File: config.mk
export PLATFORM = sky130hd
export DESIGN_NAME = vend_change_dispenser
export DESIGN_NICKNAME = d
export VERILOG_FILES = /design/src/rtl/vend_change_dispenser.sv
export SDC_FILE = /design/constraint.sdc
export NUM_CORES = 1
export LEC_CHECK = 0
export CORE_ASPECT_RATIO = 0.8
export CORE_MARGIN = 2
export CORE_UTILIZATION = 55
export DETAILED_ROUTE_END_ITERATION = 7
export HOLD_SLACK_MARGIN = 0.15
export PLACE_DENSITY = 0.84
export SLEW_MARGIN = 25
export SYNTH_ARGS = -nofsm -noshare
export SYNTH_HDL_FRONTEND = slang
export SYNTH_SLANG_ARGS = --single-unit
File: constraint.sdc
create_clock -name clk -period 4.9 [get_ports clk]
set_input_delay 1.47 -clock clk [delete_from_list [all_inputs] [get_ports clk]]
set_output_delay 1.47 -clock clk [all_outputs]
set_load 0.01 [all_outputs]
File: src/rtl/vend_change_dispenser.sv
// Coin hopper payout controller: pays a change amount in 10- and 5-unit coins.
// Optional COIN_COUNT_EN adds saturating per-coin-type payout counters.
module vend_change_dispenser #(
    parameter int AMT_W     = 8,
    parameter int PULSE_CYC = 2,
    parameter int TIMEOUT   = 16
) (
    input  logic             clk,
    input  logic             reset,
    input  logic             req_valid,
    input  logic [AMT_W-1:0] req_amount,
    output logic             req_ready,
    output logic             eject_10,
    output logic             eject_5,
    input  logic             hopper_ack,
    input  logic             hopper_empty10,
    output logic             busy,
    output logic             done,
    output logic             error,
    output logic [AMT_W-1:0] remaining
`ifdef COIN_COUNT_EN
    ,
    output logic [15:0]      cnt_10,
    output logic [15:0]      cnt_5
`endif
);

    localparam int PW = $clog2(PULSE_CYC) + 1;
    localparam int TW = $clog2(TIMEOUT) + 1;

    typedef enum logic [2:0] {
        S_IDLE,
        S_SELECT,
        S_EJECT,
        S_WAIT_ACK,
        S_DONE
    } state_t;

    state_t           state_q, state_d;
    logic [AMT_W-1:0] remaining_q, remaining_d;
    logic             coin10_q, coin10_d;
    logic [PW-1:0]    pulse_cnt_q, pulse_cnt_d;
    logic [TW-1:0]    timer_q, timer_d;
    logic             err_q, err_d;
    logic             req_ready_q, req_ready_d;
    logic             eject_10_q, eject_10_d;
    logic             eject_5_q, eject_5_d;
    logic             busy_q, busy_d;
    logic             done_q, done_d;
    logic             error_q, error_d;
    logic             coin_acked;

    always_comb begin
        state_d     = state_q;
        remaining_d = remaining_q;
        coin10_d    = coin10_q;
        pulse_cnt_d = pulse_cnt_q;
        timer_d     = timer_q;
        err_d       = err_q;
        coin_acked  = 1'b0;
        case (state_q)
            S_IDLE: begin
                if (req_valid) begin
                    remaining_d = req_amount;
                    state_d     = S_SELECT;
                end
            end
            S_SELECT: begin
                if (remaining_q == '0) begin
                    state_d = S_DONE;
                end else begin
                    coin10_d    = (remaining_q >= AMT_W'(2)) && !hopper_empty10;
                    pulse_cnt_d = '0;
                    state_d     = S_EJECT;
                end
            end
            S_EJECT: begin
                if (pulse_cnt_q == PW'(PULSE_CYC - 1)) begin
                    timer_d = '0;
                    state_d = S_WAIT_ACK;
                end else begin
                    pulse_cnt_d = pulse_cnt_q + PW'(1);
                end
            end
            S_WAIT_ACK: begin
                if (hopper_ack) begin
                    coin_acked  = 1'b1;
                    remaining_d = coin10_q ? remaining_q - AMT_W'(2)
                                           : remaining_q - AMT_W'(1);
                    state_d     = S_SELECT;
                end else if (timer_q == TW'(TIMEOUT - 1)) begin
                    err_d   = 1'b1;
                    state_d = S_DONE;
                end else begin
                    timer_d = timer_q + TW'(1);
                end
            end
            S_DONE: begin
                err_d   = 1'b0;
                state_d = S_IDLE;
            end
            default: state_d = S_IDLE;
        endcase

        // Outputs are registered from the next state so they line up with state_q.
        req_ready_d = (state_d == S_IDLE);
        busy_d      = (state_d != S_IDLE);
        done_d      = (state_d == S_DONE);
        error_d     = (state_d == S_DONE) && err_d;
        eject_10_d  = (state_d == S_EJECT) && coin10_d;
        eject_5_d   = (state_d == S_EJECT) && !coin10_d;
    end

    always_ff @(posedge clk) begin
        if (reset) begin
            state_q     <= S_IDLE;
            remaining_q <= '0;
            coin10_q    <= 1'b0;
            pulse_cnt_q <= '0;
            timer_q     <= '0;
            err_q       <= 1'b0;
            req_ready_q <= 1'b1;
            eject_10_q  <= 1'b0;
            eject_5_q   <= 1'b0;
            busy_q      <= 1'b0;
            done_q      <= 1'b0;
            error_q     <= 1'b0;
        end else begin
            state_q     <= state_d;
            remaining_q <= remaining_d;
            coin10_q    <= coin10_d;
            pulse_cnt_q <= pulse_cnt_d;
            timer_q     <= timer_d;
            err_q       <= err_d;
            req_ready_q <= req_ready_d;
            eject_10_q  <= eject_10_d;
            eject_5_q   <= eject_5_d;
            busy_q      <= busy_d;
            done_q      <= done_d;
            error_q     <= error_d;
        end
    end

    assign req_ready = req_ready_q;
    assign eject_10  = eject_10_q;
    assign eject_5   = eject_5_q;
    assign busy      = busy_q;
    assign done      = done_q;
    assign error     = error_q;
    assign remaining = remaining_q;

`ifdef COIN_COUNT_EN
    logic [15:0] cnt_10_q, cnt_10_d;
    logic [15:0] cnt_5_q, cnt_5_d;

    always_comb begin
        cnt_10_d = cnt_10_q;
        cnt_5_d  = cnt_5_q;
        if (coin_acked && coin10_q && (cnt_10_q != 16'hFFFF)) begin
            cnt_10_d = cnt_10_q + 16'd1;
        end
        if (coin_acked && !coin10_q && (cnt_5_q != 16'hFFFF)) begin
            cnt_5_d = cnt_5_q + 16'd1;
        end
    end

    always_ff @(posedge clk) begin
        if (reset) begin
            cnt_10_q <= '0;
            cnt_5_q  <= '0;
        end else begin
            cnt_10_q <= cnt_10_d;
            cnt_5_q  <= cnt_5_d;
        end
    end

    assign cnt_10 = cnt_10_q;
    assign cnt_5  = cnt_5_q;
`endif

endmodule

; ---- Yosys cells after proc, flatten, opt, wreduce, memory -nomap -nowiden
; Index checks and enable logic that the tools add are counted.
[word_totals]
register_bits = 26
elab_cells = 70
output_inout_bits = 14
[classes]
muxes = 22
order_cmp = 1
reduce_logical = 16
eq_ne = 15
addsub = 4
[ops]
columns = cell, count
row1 = $mux W8, 3
row2 = $pmux W8 S2, 1
row3 = $mux W3, 5
row4 = $mux W5, 3
row5 = $ne A2 B2 Y1 const B, 7
row6 = $pmux W3 S4, 1
row7 = $pmux W5 S2, 1
row8 = $eq A3 B2 Y1 const B, 3
row9 = $ge A8 B2 Y1 const B, 1
row10 = $logic_not A8 Y1, 1
row11 = $sub A8 B1 Y8 const B, 1
row12 = $sub A8 B2 Y8 const B, 1
row13 = $eq A3 B3 Y1 const B, 2
row14 = $logic_not A3 Y1, 2
row15 = $reduce_and A3 Y1, 2
row16 = $reduce_bool A2 Y1, 3
row17 = $add A5 B1 Y5 const B, 1
row18 = $eq A5 B4 Y1 const B, 1
row19 = $logic_and A1 B1 Y1, 4
row20 = $mux W1, 4
row21 = $mux W2, 2
row22 = $pmux W2 S2, 1
row23 = $reduce_and A4 Y1, 1
row24 = $eq A3 B1 Y1 const B, 1
row25 = 5 further kinds, 6

; ---- Depth between registers and ports, before layout
; Gate-level depths: netlist of the first run.
[depth]
word_depth = 6
ltp_mapped = 7
mapped_depth_nobuf = 7

; ---- Least setup slack after synthesis of the first run
; No wires, ideal clock.
[synth_timing]
path_kind = input-to-reg
from = input req_valid
to = register remaining_q[7], in the netlist remaining[7]
cell_stages = 5
setup_ns = 0.079
required_time_ns = 4.821
slack_ns = 2.325
path_buffers = 1
arrival_time_ns = 2.496
path_cell_list = or3b_4 a21o_1 buf_6 o21ba_1 a211oi_2
[synth_between]
elab_chain_cells = 2
[synth_lines]
columns = element, line_no
row1 = from (decl), 10  ; input logic req_valid,
row2 = $ne A2 B2 Y1 (no source line), -
row3 = $reduce_and A3 Y1 (no source line), -
row4 = to (signal assigned), 130  ; remaining_q <= remaining_d;
row5 = to (decl), 40  ; logic [AMT_W-1:0] remaining_q, remaining_d;
; No other way between the ends.
; A chain may end at the register's enable or synchronous reset.

==> results of run 1 <==
worst paths after layout:
check,slack [ps],end,depth (start not counted),from
hold reg to reg,510,pulse_cnt_q[0],2,pulse_cnt_q[0]
hold / removal,510,pulse_cnt_q[0],2,pulse_cnt_q[0]
setup / recovery,1980,busy,4,reset
setup reg to reg,2850,busy,6,remaining[1]
cell usage after synthesis (all sizes together) (2+ instances only):
cell type / number
nor3b: 3
nor2: 15
mux2i: 3
xor2: 3
a21o: 4
nand3: 3
ha: 7
buf: 5
or3: 3
nor3: 3
or2: 2
nor2b: 8
nand2: 10
a31oi: 3
inv: 7
dfxtp: 26
o21ai: 8
or4b: 2
nand4: 3
nor4: 2
o211ai: 3
clkbuf: 4
a311oi: 2
o31ai: 2
a21oi: 13
and3: 2
nand4b: 2
nand3b: 4
sequential cells by signal, summed over array words and instances (netlist names), 2 cells and up:
register,flops
timer_q,5
remaining,8
state_q,3
pulse_cnt_q,2
worst reg2reg max path, cell delays in order (launching register included):
cell     delay (ps)
dfxtp_1         400
inv_1           140
ha_1            270
or4b_4          510
o21ai_4         200
o21ai_2         110
or3_1           340
cell families (layout without fill, tap and decap cells):
group,after synthesis,count (layout),share of synthesized area [%]
compound gates,43,43,20.7
xor+xnor,3,3,1.82
fa+ha+maj,7,7,6.06
buf+inv,16,37,5.45
flops,26,26,36.0
mux,4,4,2.85
simple gates,67,67,27.2
layer usage:
metal  GRT usage (%)  up-vias  part of all wire (%)
li1                -      648                     -
met1            34.0      629                    48
met2            40.1       27                    48
met3            5.51        2                   4.1
met4            2.48        0                  0.12
met5               0        -                     0
power breakdown:
group | leakage, nW | switching, mW | internal, mW
Clock | 0.0279 | 0.0653 | 0.0828
Sequential | 0.212 | 0.0270 | 0.232
Combinational | 0.423 | 0.0900 | 0.0851
Total | 0.663 | 0.182 | 0.400
cell type report:
type                    instances  area share, %
clock inverters                 1           1.71
multi-input cells             124           48.4
inverters                       7           1.50
flip-flops and latches         26           29.7
repair buffers                 26           14.9
well taps                      36           2.57
clock buffers                   3           1.29
layout by cell type (no fill, tap or decap), drive strengths merged, types with 4 or more instances in the layout:
cell type      synthesis  layout
o21ai                  8       8
inv                    7       7
a21oi                 13      13
nor2                  15      15
dfxtp                 26      26
a21o                   4       4
clkdlybuf4s50          0      26
nor2b                  8       8
nand2                 10      10
nand3b                 4       4
ha                     7       7
==> results.py, run 1 <==
metrics = {
    "finish": {
        "final_layout_size_suffix_gt1_share_pct": 6.42,
        "multiInputGateArea_sq_um": 847,
        "final_util_pct": 71.1,
        "n_antenna_cell": 0,
        "stdcell_count": 223,
        "stdcell_area_sq_um": 1750,
        "seq_area_sq_um": 520,
        "fin_nets": 208,
        "area_delta_synth_final_pct": 21.1,
        "n_fill_cell": 206,
    },
    "grt": {
        "antenna_found_initial": 0,
        "grt_pass1_vias": 1258,
        "grt_util_all_layers_pct": 24.5,
        "grt_max_degree": 20,
        "grt_pass1_wl_microns": 5730,
        "grt_overflow": 0,
    },
    "pwr": {
        "ir_worst_vdd_v": 0.000291,
        "p_leak_nw": 0.663,
        "power_density_nw_per_um2": 332,
        "power_uw": 582,
    },
    "clock_network": {
        "root_buffer": "clkbuf_4",
        "clkTransAtPathRegs_ps": 140,
        "clock_latency_ps": 330,
        "cts_max_level": 1,
        "cts.repair.resized": 0,
        "postCtsSetupBuffers": 0,
        "cts_hold_buf": 0,
        "cts_sinks": 26,
        "cts_buffers": 3,
        "clock_path_buffers": 2,
        "cts_tree": "done",
    },
    "drt": {
        "drcViolationCount": 0,
        "firstDrtPassIters": 4,
        "antenna_left": 0,
        "viasPerCell": 5.86,
        "route.detailed.wl_per_inst_microns": 15.0,
        "dr.first_iter.drc_count": 54,
        "wl_microns": 3340,
        "vias": 1306,
    },
    "worst_setup_path": {
        "cp_max_fo": 19,
        "cp-end-kind": "register",
        "crit_family": "buffers and inverters",
        "arrival_ps": 3150,
        "cpMaxStageDelayCell": "clkdlybuf4s50_1",
        "critPathLaunchType": "input pin",
        "crit_type": "in -> reg",
        "cp_cell_sequence": "clkdlybuf4s50_1 -> or2_2 -> a21oi_1 -> or3_1",
        "cp.required_ps": 5130,
        "cpPeakStageDelay_ps": 940,
        "crit_buf_inv": 1,
    },
    "floorplan": {
        "fp.dieH_microns": 49.9,
        "initial_utilization_pct": 58.7,
        "ioPinCount": 27,
        "die_w_microns": 61.3,
        "dieArea_sq_um": 3060,
        "rows": 16,
        "core_area_sq_um": 2460,
    },
    "timing": {
        "max-slew-margin-rel_pct": 51.3,
        "max_freq_ghz": 0.343,
        "hold_violations": 0,
        "whs_ps": 508,
        "min_period_ps": 2920,
        "fin_ws_ps": 1980,
        "setup_violations": 0,
        "finalCritPeriodShare_pct": 59.6,
        "skew_ps": 2.86,
        "slew_violations": 0,
        "setup_tns_ps": 0,
        "rsz0062_at_grt": "no",
        "worst_pin_slew_ps": 728,
    },
    "synthesis": {
        "synth_area_sq_um": 1450,
        "yosysTopAreaCell": "dfxtp_1",
        "ys_seq_area_share_pct": 36.0,
        "avgSynthCellArea_sq_um": 8.71,
        "ys_top_cells_by_area": "dfxtp_1 36%, ha_1 6.1%, a21oi_1 4.5%",
        "synth-edff-count": 0,
        "synth.distinct_cells": 49,
        "ys_ff_latch": 26,
        "async_flop_share_pct": 0,
        "ys_warn_count": 0,
        "syn-num-nets": 186,
        "netlist_instances": 166,
        "synth_top_cell_area_share_pct": 36.0,
        "ys.flop_type": "dfxtp_1",
    },
    "placed_design": {
        "port_buffers": 26,
        "hpwl_microns": 2380,
        "dp.cells": 219,
        "gp_congestion": 0.807,
        "placed_area_sq_um": 1700,
        "dp_slack_ps": 1650,
    },
    "flow_run": {
        "maxCapViolations": 0,
    },
    "worst_hold_path": {
        "hold_path_class": "reg -> reg",
    },
    "run_status": {
        "outcome": "completed",
    },
}
No activity file was read; power rests on OpenSTA's default activity.
==> run 2: changes to the inputs <==
--- a/config.mk
+++ b/config.mk
@@ -7,10 +7,10 @@
 export LEC_CHECK = 0
 export CORE_ASPECT_RATIO = 0.8
 export CORE_MARGIN = 2
-export CORE_UTILIZATION = 55
+export CORE_UTILIZATION = 51
 export DETAILED_ROUTE_END_ITERATION = 7
 export HOLD_SLACK_MARGIN = 0.15
-export PLACE_DENSITY = 0.84
+export PLACE_DENSITY = 0.78
 export SLEW_MARGIN = 25
 export SYNTH_ARGS = -nofsm -noshare
 export SYNTH_HDL_FRONTEND = slang
==> constraint.sdc (replaced) <==
create_clock -name clk -period 2.9 [get_ports clk]
set_input_delay 0.87 -clock clk [delete_from_list [all_inputs] [get_ports clk]]
set_output_delay 0.87 -clock clk [all_outputs]
set_load 0.01 [all_outputs]
==> run 2 against run 1 <==
- final cell count increased by 1.3%
- sequential power up 68%
- critical endpoint is now remaining[4]
- critical path depth fell by 3
==> results.py, run 2 (same netlist as run 1, synthesis figures left out) <==
metrics = {
    "pwr": {
        "ir_worst_vdd_v": 0.000294,
        "p_leak_nw": 0.668,
        "power_density_nw_per_um2": 555,
    },
    "worst_setup_path": {
        "worstReg2RegEnd": "busy",
        "crit_family": "buffers and inverters",
        "arrival_ps": 1450,
        "reg2reg_slack_ps": 880,
        "cpMaxStageDelayCell": "clkdlybuf4s50_1",
        "crit_type": "reg -> out",
        "cp_cell_sequence": "clkdlybuf4s50_1",
        "cpPeakStageDelay_ps": 600,
        "cp_max_fo": 9,
        "r2r-start": "remaining[1]",
        "path_depth": 1,
        "critPathLaunchType": "register",
        "r2r.worst_path.cells": 6,
        "crit_buf_inv": 1,
        "cp-end-kind": "primary output",
        "cp.required_ps": 2030,
    },
    "clock_network": {
        "clock_latency_ps": 330,
        "cts_buffers": 3,
        "cts.repair.resized": 0,
        "cts_tree": "done",
        "cts_hold_buf": 0,
        "cts_max_level": 1,
        "root_buffer": "clkbuf_4",
        "postCtsSetupBuffers": 0,
        "cts_sinks": 26,
        "clkTransAtPathRegs_ps": 140,
        "clock_path_buffers": 2,
    },
    "run_status": {
        "outcome": "completed",
    },
    "timing": {
        "max_freq_ghz": 0.431,
        "setup_tns_ps": 0,
        "hold_violations": 0,
        "finalCritPeriodShare_pct": 80.1,
        "skew_ps": 5.18,
        "rsz0062_at_grt": "no",
        "worst_pin_slew_ps": 601,
        "max-slew-margin-rel_pct": 59.8,
        "slew_violations": 0,
        "min_period_ps": 2320,
        "setup_violations": 0,
    },
    "drt": {
        "vias": 1306,
        "antenna_left": 0,
        "dr.first_iter.drc_count": 25,
        "viasPerCell": 5.78,
        "wl_microns": 3230,
        "drcViolationCount": 0,
        "firstDrtPassIters": 4,
        "route.detailed.wl_per_inst_microns": 14.3,
    },
    "floorplan": {
        "core_area_sq_um": 2720,
        "initial_utilization_pct": 53.1,
        "fp.dieH_microns": 51.6,
        "dieArea_sq_um": 3280,
        "ioPinCount": 27,
        "rows": 17,
        "die_w_microns": 63.5,
    },
    "grt": {
        "grt_pass1_wl_microns": 5250,
        "antenna_found_initial": 0,
        "grt_max_degree": 17,
        "gr-usage-met2_pct": 34.9,
        "grt_util_all_layers_pct": 20.7,
        "grt_overflow": 0,
        "top_usage_layer": "met2",
        "grt_pass1_vias": 1172,
        "globalRouteMet3Util_pct": 4.55,
        "grtUsageMet1_pct": 26.7,
    },
    "worst_hold_path": {
        "hold_end": "timer_q[4]",
        "min-delay-start": "timer_q[4]",
        "hold_path_class": "reg -> reg",
        "whs_path_depth": 2,
    },
    "finish": {
        "stdcell_area_sq_um": 1760,
        "n_antenna_cell": 0,
        "final_layout_size_suffix_gt1_share_pct": 6.91,
        "seq_area_sq_um": 520,
        "n_fill_cell": 252,
        "largest_reg_flops": 8,
        "multiInputGateArea_sq_um": 847,
        "fin_nets": 209,
        "area_delta_synth_final_pct": 21.8,
        "final_util_pct": 64.7,
        "final_cell_mix": "26 x dfxtp_1, 26 x clkdlybuf4s50_1, 15 x nor2_1, 13 x a21oi_1, 10 x nand2_1",
    },
    "placed_design": {
        "port_buffers": 26,
        "gp_congestion": 0.804,
        "hpwl_microns": 2420,
        "placed_area_sq_um": 1710,
    },
    "flow_run": {
        "maxCapViolations": 0,
    },
}
[run 2: changes by cell type in the layout (fill, tap and decap cells not counted), sizes merged]
cell and change:
buf +1
[run 2: how the worst max path moves through the flow]
stage,from,endpoint
after floorplan,req_valid,remaining[7]
after global placement,req_valid,remaining[7]
after detailed placement,hopper_ack,busy
after CTS,remaining[4],remaining[4]
after global routing,remaining[4],remaining[4]
final,remaining[4],remaining[4]
[run 2: area by class of cell]
type                       instances  area share [%]
multi-input combinational        124            48.1
sequential                        26            29.5
timing repair buffer              27            15.2
tap                               38            2.70
clock inverter                     1            1.70
inverter                           7            1.49
clock buffer                       3            1.28
[run 2: stage by stage]
step	power [mW]	worst slack, ps	instances	hold WS, ps
floorplan	0.634	925	166	451
global placement	0.722	421	222	463
detailed placement	0.735	373	222	481
CTS	0.982	570	226	513
global route	1.03	523	226	540
finish	0.977	578	226	510
[run 2: report_power, final]
| part | switching [mW] | internal [mW] | total [mW] |
|---|---|---|---|
| Combinational | 0.148 | 0.145 | 0.293 |
| Sequential | 0.0435 | 0.392 | 0.436 |
| Clock | 0.108 | 0.140 | 0.248 |
[run 2: metal layers]
metal / vias up / share of wire [%]
met5: - / 0
met4: 0 / 1.4
met3: 7 / 4.7
met2: 35 / 46
met1: 613 / 48
li1: 651 / -
==> run 3: changes to the inputs <==
--- a/config.mk
+++ b/config.mk
@@ -7,10 +7,10 @@
 export LEC_CHECK = 0
 export CORE_ASPECT_RATIO = 0.8
 export CORE_MARGIN = 2
-export CORE_UTILIZATION = 51
+export CORE_UTILIZATION = 46
 export DETAILED_ROUTE_END_ITERATION = 7
 export HOLD_SLACK_MARGIN = 0.15
-export PLACE_DENSITY = 0.78
+export PLACE_DENSITY = 0.75
 export SLEW_MARGIN = 25
 export SYNTH_ARGS = -nofsm -noshare
 export SYNTH_HDL_FRONTEND = slang
==> constraint.sdc (replaced) <==
create_clock -name clk -period 1.9 [get_ports clk]
set_input_delay 0.57 -clock clk [delete_from_list [all_inputs] [get_ports clk]]
set_output_delay 0.57 -clock clk [all_outputs]
set_load 0.01 [all_outputs]
==> run 3 against run 2 <==
- first-iteration DRC count rose to 2.5 times the previous value
- final area rose by 8.5%
- die area rose by 10%
- global-route usage rose by 1.3 points
- register-to-register slack got worse by 850 ps
- via count rose by 4.0%
- power rose by 68%
- clock skew rose by 4.8 ps
- sequential power rose by 53%
- core utilization fell by 1.9 points
- largest cell class unchanged
==> results.py, run 3 (same netlist as run 1, synthesis figures left out) <==
metrics = {
    "pwr": {
        "p_leak_nw": 0.779,
        "ir_worst_vdd_v": 0.000619,
        "power_density_nw_per_um2": 859,
        "power_mw": 1.64,
    },
    "floorplan": {
        "dieArea_sq_um": 3610,
        "rows": 18,
        "die_w_microns": 66.7,
        "fp.dieH_microns": 54.2,
        "initial_utilization_pct": 47.6,
        "ioPinCount": 27,
        "core_area_sq_um": 3040,
    },
    "finish": {
        "largest_reg_flops": 8,
        "final_layout_size_suffix_gt1_share_pct": 15.8,
        "area_delta_synth_final_pct": 32.1,
        "layout_commonest_cell": "clkdlybuf4s50_1",
        "final_cell_mix": "24 x clkdlybuf4s50_1, 23 x dfxtp_1, 15 x nor2_1, 14 x buf_4, 13 x a21oi_1",
        "n_antenna_cell": 0,
        "fin_nets": 223,
        "n_fill_cell": 255,
    },
    "run_status": {
        "outcome": "completed",
    },
    "clock_network": {
        "clock_latency_ps": 280,
        "root_buffer": "clkbuf_8",
        "clkTransAtPathRegs_ps": 90,
        "cts_max_level": 1,
        "postCtsSetupBuffers": 0,
        "cts_sinks": 26,
        "clock_path_buffers": 2,
        "cts_tree": "done",
        "cts_hold_buf": 0,
        "cts_buffers": 3,
    },
    "worst_setup_path": {
        "cp.required_ps": 2060,
        "r2r.worst_path.cells": 6,
        "r2r-start": "remaining[1]",
        "cpPeakStageDelay_ps": 480,
        "cp_cell_sequence": "inv_1 -> ha_1 -> or4b_4 -> o21ai_4 -> o21ai_2 -> or3_1",
        "critPathLaunchType": "register",
        "crit_family": "simple AND/OR/NAND/NOR gates",
        "worstSetupStartpoint": "remaining[1]",
        "path_depth": 6,
        "worstReg2RegEnd": "busy",
        "crit_type": "reg -> reg",
        "arrival_ps": 2030,
        "reg2reg_slack_ps": 30,
        "crit_buf_inv": 1,
        "cp_max_fo": 5,
        "cp-end-kind": "register",
        "cpMaxStageDelayCell": "or4b_4",
        "critPathCapture": "busy",
    },
    "timing": {
        "setup_violations": 0,
        "max_freq_ghz": 0.536,
        "whs_ps": 499,
        "min_period_ps": 1870,
        "worst_pin_slew_ps": 404,
        "fin_ws_ps": 33.9,
        "slew_violations": 0,
        "skew_ps": 9.95,
        "rsz0062_at_grt": "yes",
        "hold_violations": 0,
        "finalCritPeriodShare_pct": 98.2,
        "max-slew-margin-rel_pct": 72.8,
    },
    "placed_design": {
        "gp_congestion": 0.859,
        "dp_slack_ps": -354,
        "hpwl_microns": 2750,
        "port_buffers": 26,
    },
    "grt": {
        "grt_pass1_vias": 1287,
        "grt_pass1_wl_microns": 5840,
        "grt_overflow": 0,
        "antenna_found_initial": 0,
        "grt_util_all_layers_pct": 22.0,
        "grt_max_degree": 16,
    },
    "drt": {
        "viasPerCell": 5.61,
        "drcViolationCount": 0,
        "route.detailed.wl_per_inst_microns": 15.1,
        "firstDrtPassIters": 4,
        "dr.first_iter.drc_count": 63,
        "vias": 1358,
        "antenna_left": 0,
        "wl_microns": 3650,
    },
    "worst_hold_path": {
        "hold_path_class": "reg -> reg",
    },
    "flow_run": {
        "maxCapViolations": 0,
    },
}
run 3: cell count changes in the layout (fill, tap and decap cells not counted), moves of 2 or more:
| cell | previous run | this run |
|---|---|---|
| clkbuf_8 | 0 | 3 |
| dfxtp_2 | 0 | 3 |
| clkdlybuf4s50_1 | 26 | 24 |
| buf_4 | 1 | 14 |
| dfxtp_1 | 26 | 23 |
| clkbuf_4 | 3 | 0 |
| dlymetal6s2s_1 | 0 | 2 |
run 3: final cells by class:
type | count | area, sq um | share of cell area (%)
multi-input cells | 125 | 868 | 45.4
clock inverters | 1 | 30.0 | 1.57
clock buffers | 3 | 41.3 | 2.16
inverters | 7 | 26.3 | 1.38
well taps | 40 | 50.0 | 2.62
flip-flops and latches | 26 | 524 | 27.4
repair buffers | 40 | 370 | 19.4
run 3: worst register-to-register path: cells and delay by family (launching register included):
kind | cells | cell delay (ps)
adder cells (fa/ha/maj) | 1 | 170
AND/OR/NAND/NOR | 2 | 820
flip-flops | 1 | 320
buffers and inverters | 1 | 100
AO/OA/AOI/OAI | 2 | 330
run 3: power by group:
part           internal [mW]  switching (mW)  total [mW]
registers              0.600          0.0645       0.665
clock network          0.282           0.176       0.459
logic                  0.264           0.254       0.518
total                   1.15           0.495        1.64
run 3: worst min-delay path by stage:
stage                   startpoint  slack, ps  cells past startpoint              to
floorplan                    err_q        450                      2           err_q
global placement    pulse_cnt_q[0]        460                      2  pulse_cnt_q[0]
detailed placement      timer_q[4]        480                      2      timer_q[4]
CTS                     timer_q[4]        500                      2      timer_q[4]
global route        pulse_cnt_q[0]        540                      2  pulse_cnt_q[0]
finish              pulse_cnt_q[0]        500                      2  pulse_cnt_q[0]
run 3: what timing repair did:
| action | in CTS | in global routing |
|---|---|---|
| endpoints found under the setup margin | 4 | 10 |
| resized for setup | 4 | 5 |
| cloned | 0 | 1 |
| pin swaps | 0 | 2 |
| hold endpoints to repair | 0 | 0 |
run 3: through the flow:
step	cells	cell area (sq um)	util (%)	TNS, ps
after detailed placement	237	1810	59.5	-3360
after global placement	237	1810	59.5	-2550
after global routing	242	1910	62.8	-22.2
final	242	1910	62.8	0
after floorplan	166	1450	-	0
after CTS	241	1890	62.2	-1.27
run 3: routing by layer:
metal	up-vias	track usage, %	part of all wire [%]
met5	-	0	0
met4	0	7.48	1.2
met3	4	5.23	6.1
met2	37	36.8	47
met1	645	28.1	46
li1	672	-	-
